$ cat src/rtl/req_enc_pkg.sv
// Shared definitions for the request encoder: default sizes, FSM state type
// and the one-hot helper used to retire a selected request.
package req_enc_pkg;

  localparam int DEF_N_REQ = 16;
  localparam int DEF_IDX_W = $clog2(DEF_N_REQ);

  typedef enum logic {
    IDLE = 1'b0,
    HOLD = 1'b1
  } state_t;

  function automatic logic [DEF_N_REQ-1:0] onehot(input logic [DEF_IDX_W-1:0] idx);
    return DEF_N_REQ'(1) << idx;
  endfunction

endpackage

$ cat src/rtl/prio_enc16.sv
// Combinational priority encoder: lowest set bit at or after 'start', wrapping.
// With start tied to 0 this is a plain lowest-index-wins encoder.
module prio_enc16 #(
  parameter int N_REQ = 16,
  parameter int IDX_W = $clog2(N_REQ)
) (
  input  logic [N_REQ-1:0] vec,
  input  logic [IDX_W-1:0] start,
  output logic [IDX_W-1:0] idx,
  output logic             found
);

  localparam logic [2*N_REQ-1:0] ONE = (2*N_REQ)'(1);

  logic [2*N_REQ-1:0] dbl;
  logic [2*N_REQ-1:0] keep;
  logic [2*N_REQ-1:0] masked;

  // Upper copy supplies the wrapped-around candidates below 'start'.
  assign dbl    = {vec, vec};
  assign keep   = ~((ONE << start) - ONE);
  assign masked = dbl & keep;

  always_comb begin
    idx   = '0;
    found = 1'b0;
    for (int i = 2*N_REQ-1; i >= 0; i--) begin
      if (masked[i]) begin
        idx   = IDX_W'(i % N_REQ);
        found = 1'b1;
      end
    end
  end

endmodule

$ cat src/rtl/req_encoder16.sv
// Collects request pulses into a pending set and presents one index per
// valid/ready handshake. Define REQ_ENCODER_RR_EN for round-robin selection.
module req_encoder16
  import req_enc_pkg::*;
#(
  parameter int N_REQ = DEF_N_REQ,
  parameter int IDX_W = $clog2(N_REQ)
) (
  input  logic             clk,
  input  logic             rst_n,
  input  logic [N_REQ-1:0] req_in,
  input  logic             out_ready,
  output logic             out_valid,
  output logic [IDX_W-1:0] out_idx,
  output logic [N_REQ-1:0] pending,
  output logic             ovf,
  input  logic             ovf_clr
);

  state_t             state;
  state_t             state_nxt;
  logic [N_REQ-1:0]   pending_q;
  logic [N_REQ-1:0]   cand;
  logic [N_REQ-1:0]   sel_oh;
  logic [DEF_N_REQ-1:0] sel_oh_full;
  logic [IDX_W-1:0]   sel;
  logic [IDX_W-1:0]   start;
  logic [IDX_W-1:0]   idx_q;
  logic               found;
  logic               free;
  logic               load;
  logic               lost;
  logic               ovf_q;

  assign cand = pending_q | req_in;
  // Accept and reload share one edge, so a held index never costs a bubble.
  assign free = (state == IDLE) || out_ready;
  assign load = free && found;

`ifdef REQ_ENCODER_RR_EN
  logic [IDX_W-1:0] last_q;

  assign start = last_q + IDX_W'(1);

  always_ff @(posedge clk or negedge rst_n) begin
    if (!rst_n)    last_q <= '0;
    else if (load) last_q <= sel;
  end
`else
  assign start = '0;
`endif

  prio_enc16 #(
    .N_REQ(N_REQ),
    .IDX_W(IDX_W)
  ) u_prio (
    .vec  (cand),
    .start(start),
    .idx  (sel),
    .found(found)
  );

  assign sel_oh_full = onehot(DEF_IDX_W'(sel));
  assign sel_oh      = load ? sel_oh_full[N_REQ-1:0] : '0;
  // A repeat request for a bit that stays pending collapses into one entry.
  assign lost        = |(req_in & pending_q & ~sel_oh);

  always_ff @(posedge clk or negedge rst_n) begin
    if (!rst_n) state <= IDLE;
    else        state <= state_nxt;
  end

  always_comb begin
    state_nxt = state;
    if (load)      state_nxt = HOLD;
    else if (free) state_nxt = IDLE;
  end

  always_comb begin
    out_valid = (state == HOLD);
  end

  always_ff @(posedge clk or negedge rst_n) begin
    if (!rst_n) begin
      idx_q     <= '0;
      pending_q <= '0;
    end else if (load) begin
      idx_q     <= sel;
      pending_q <= cand & ~sel_oh;
    end else if (!free) begin
      pending_q <= cand;
    end
  end

  always_ff @(posedge clk or negedge rst_n) begin
    if (!rst_n)       ovf_q <= 1'b0;
    else if (lost)    ovf_q <= 1'b1;
    else if (ovf_clr) ovf_q <= 1'b0;
  end

  assign out_idx = idx_q;
  assign pending = pending_q;
  assign ovf     = ovf_q;

endmodule

$ cat config.mk
export PLATFORM = sky130hd
export DESIGN_NAME = req_encoder16
export DESIGN_NICKNAME = d
export VERILOG_FILES = /design/src/rtl/req_enc_pkg.sv /design/src/rtl/prio_enc16.sv /design/src/rtl/req_encoder16.sv
export SDC_FILE = /design/constraint.sdc
export NUM_CORES = 1
export LEC_CHECK = 0
export ABC_AREA = 1
export CORE_ASPECT_RATIO = 1.75
export CORE_MARGIN = 10
export CORE_UTILIZATION = 46
export CTS_CLUSTER_DIAMETER = 100
export DETAILED_ROUTE_END_ITERATION = 12
export GPL_TIMING_DRIVEN = 0
export PLACE_DENSITY = 0.79
export SYNTH_ARGS = -nofsm -noshare
export SYNTH_HDL_FRONTEND = slang
export SYNTH_SLANG_ARGS = --single-unit
export TNS_END_PERCENT = 20
$ cat constraint.sdc
create_clock -name clk -period 2.2 [get_ports clk]
set_input_delay 0.22 -clock clk [delete_from_list [all_inputs] [get_ports clk]]
set_output_delay 0.22 -clock clk [all_outputs]
set_load 0.005 [all_outputs]
==> results.py <==
metrics = {
    "clocking": {
        "cts_tree": "yes",
        "clkSinkCount": 22,
        "clk_latency_ns": 0.28,
        "clock_path_buffers": 2,
        "cts.clk_slew.worst_paths_ns": 0.08,
        "numCtsBuffers": 3,
        "htree_num_levels": 1,
        "cts-root-buf": "clkbuf_8",
    },
    "power": {
        "powerDensity_nw_per_um2": 415.6,
        "ir_worst_vdd_mv": 0.4420,
        "p_leak_nw": 0.9927,
    },
    "place": {
        "dp_hpwl_um": 3007,
        "routabilityCongestion": 0.8542,
        "place_area_um2": 1813,
        "io_buffers": 41,
    },
    "floorplan": {
        "dieArea_um2": 5640,
        "initial_core_util_pct": 47.23,
        "die_h_um": 92.13,
        "core_um2": 2895,
        "die_x_um": 61.22,
        "placementRows": 26,
        "design.portCount": 42,
    },
    "logic_synthesis": {
        "synth_fp_nets": 219,
        "synth_compound_area_share_pct": 9.973,
        "ys_ff_latch": 22,
        "synth_cell_types": 22,
        "netlist_instances": 199,
        "ys_warn_count": 0,
        "yosys.area_share.xor_xnor_pct": 0,
        "synth.top_cell.area_share_pct": 40.26,
        "synth.area.top_cells": "dfrtp_1 40%, nand2_1 15%, nor2_1 11%",
        "avgSynthCellArea_um2": 6.872,
        "synthMuxAreaShare_pct": 0,
        "ys_seq_area_share_pct": 40.26,
        "netlist.top_cell.by_area": "dfrtp_1",
        "syn_area_um2": 1368,
        "synth_adder_area_share_pct": 0,
        "synth_top_family_by_area": "simple AND/OR/NAND/NOR gates",
        "synthSimpleGateAreaFrac_pct": 40.99,
    },
    "final_layout": {
        "layout.nets": 295,
        "n_fill_cell": 202,
        "n_antenna_cell": 0,
        "syn2layout_area_growth_pct": 59.65,
        "final_common_cell": "nand2_1",
        "drive_gt1_share_pct": 24.45,
        "final_cell_mix": "52 x nand2_1, 37 x clkdlybuf4s50_1, 31 x nor2_1, 30 x buf_4, 26 x inv_1",
        "postLayoutCoreUtil_pct": 75.41,
        "final_area_um2": 2183,
    },
    "run_status": {
        "status": "finished, violations left",
        "violations": "negative setup slack",
    },
    "worst_setup_path": {
        "cp_slowest_stage_delay_ns": 0.41,
        "worstPathRequired_ns": 2.36,
        "arrival_ns": 2.63,
        "cpMostUsedCell": "nand2_1",
        "cp_num_buf_inv": 1,
        "crit_start": "pending[12]",
        "crit_fanout": 5,
        "crit_family": "simple AND/OR/NAND/NOR gates",
        "cp_cell_sequence": "nor2_2, buf_4, nand2_1, nand2_1, nand2_1, nand2_1, nand2_1, nand2_1, nand2_1, nand2_1, nand2_1, nand2_2, nand2_4, nand2_4, nand4_1, o21bai_1, nand2_1, nor2_1, nand3_1",
        "worst_r2r_startpoint": "pending[12]",
        "worstSetupStartpointType": "flip-flop",
        "critPathCaptureType": "flip-flop",
        "cp_slowest_cell": "dfrtp_1",
        "crit_type": "flip-flop to flip-flop",
    },
    "route": {
        "drcViolationCount": 0,
        "wirelength_um": 4883,
        "drt-vias-per-instance": 5.440,
        "drtIter0Drc": 100,
        "wire_per_inst_um": 16.17,
        "antenna_left": 0,
        "dr.pass1.iters": 4,
        "vias": 1643,
    },
    "global_routing": {
        "grt_util_all_layers_pct": 15.94,
        "grt_pass1_wl_um": 7093,
        "grt_overflow_total": 0,
        "grt_pass1_vias": 1661,
        "grt_max_degree": 23,
        "antenna_found_initial": 0,
    },
    "timing": {
        "worst_pin_slew_ns": 0.9974,
        "rsz0062_at_grt": "yes",
        "finalMaxSlewViolations": 0,
        "hold_viol": 0,
        "fmax_mhz": 405.3,
        "setup_tns_ns": -0.7458,
        "finalClockSkew_ns": 0.001656,
        "fin_crit_sh_pct": 112.2,
        "hold_ws_ns": 0.3619,
        "finalSetupViolations": 4,
        "setup_ws_ns": -0.2675,
        "maxSlewHeadroom_pct": 33.30,
        "fin_crit_ns": 2.468,
    },
    "hold_path": {
        "min_path_type": "input pin to flip-flop",
        "min-delay-start": "req_in[15]",
    },
    "job": {
        "maxCapViolations": 0,
    },
}
-- routing by layer --
layer	part of all wire, %	track usage, %	vias to the layer above
li1	-	-	775
met1	37	16.00	772
met2	54	28.24	75
met3	4.5	2.348	21
met4	4.5	10.54	0
met5	0	0	-
-- cell type report --
class	count	area, um2	share of cell area [%]
timing repair buffer	71	634.4	29.05
sequential	22	550.5	25.21
clock buffer	4	55.05	2.521
inverter	32	122.6	5.616
tap	28	35.03	1.605
multi-input combinational	145	785.8	35.99
-- worst register-to-register path: stages (launching register included) --
cell and delay (ns):
dfrtp_1 0.41, nor2_2 0.15, buf_4 0.14, nand2_1 0.05
nand2_1 0.06, nand2_1 0.05, nand2_1 0.07, nand2_1 0.07
nand2_1 0.08, nand2_1 0.07, nand2_1 0.08, nand2_1 0.06
nand2_2 0.10, nand2_4 0.09, nand2_4 0.08, nand4_1 0.20
o21bai_1 0.25, nand2_1 0.09, nor2_1 0.13, nand3_1 0.11
-- worst paths after layout --
check / end / slack, ns / depth (start not counted)
worst max-delay path: ovf / -0.27 / 19
worst min register to register: out_idx[3] / 0.48 / 2
worst max register to register: ovf / -0.27 / 19
worst min-delay path: pending[15] / 0.36 / 5
min in group asynchronous: pending[14] / 0.48 / 1
max in group asynchronous: pending[3] / 1.11 / 1
-- cells in the mapped netlist --
library cell	number
a21oi_1	3
a21oi_4	1
a31oi_1	1
and2_1	1
clkinv_1	1
dfrtp_1	22
inv_1	26
inv_2	5
nand2_1	56
nand2_2	1
nand3_1	4
nand3_2	1
nand4_1	11
nor2_1	41
nor2_2	4
nor2_4	1
nor3_2	1
nor3_4	2
o21ai_0	8
o21bai_1	7
o22ai_1	1
or2_1	1
-- timing repair --
item	4_1_cts	5_1_grt
buffers inserted	22	8
cloned	0	0
gates resized for setup	14	17
hold endpoints to repair	0	0
hold buffers	0	0
endpoints found under the setup margin	1	5
pin swaps	27	14
-- stage by stage --
stage	setup WS [ns]	std cells	power, mW
floorplan	0.2349	199	0.4897
global placement	-0.3059	268	0.5719
detailed placement	-0.3387	268	0.5739
CTS	0.0001861	294	0.8792
global route	-0.3842	302	0.9363
finish	-0.2675	302	0.9074
-- power by group --
part / total [mW] / leakage [nW] / internal [mW] / switching [mW]
Sequential: 0.423 / 0.220 / 0.415 / 0.00838
Clock: 0.311 / 0.0288 / 0.161 / 0.151
Combinational: 0.173 / 0.744 / 0.0848 / 0.0884
-- state kept, by name, indices dropped and copies added, names as in the netlist --
name	cells
pending	16
ovf	1
out_idx	4
out_valid	1
-- cells by family (layout without fill, tap and decap cells) --
family	count (synthesis)	after routing
DFF	22	22
buffers and inverters	32	107
AOI/OAI and AO/OA	21	21
and+or+nand+nor	124	124
(Power assumes the default switching activity.)
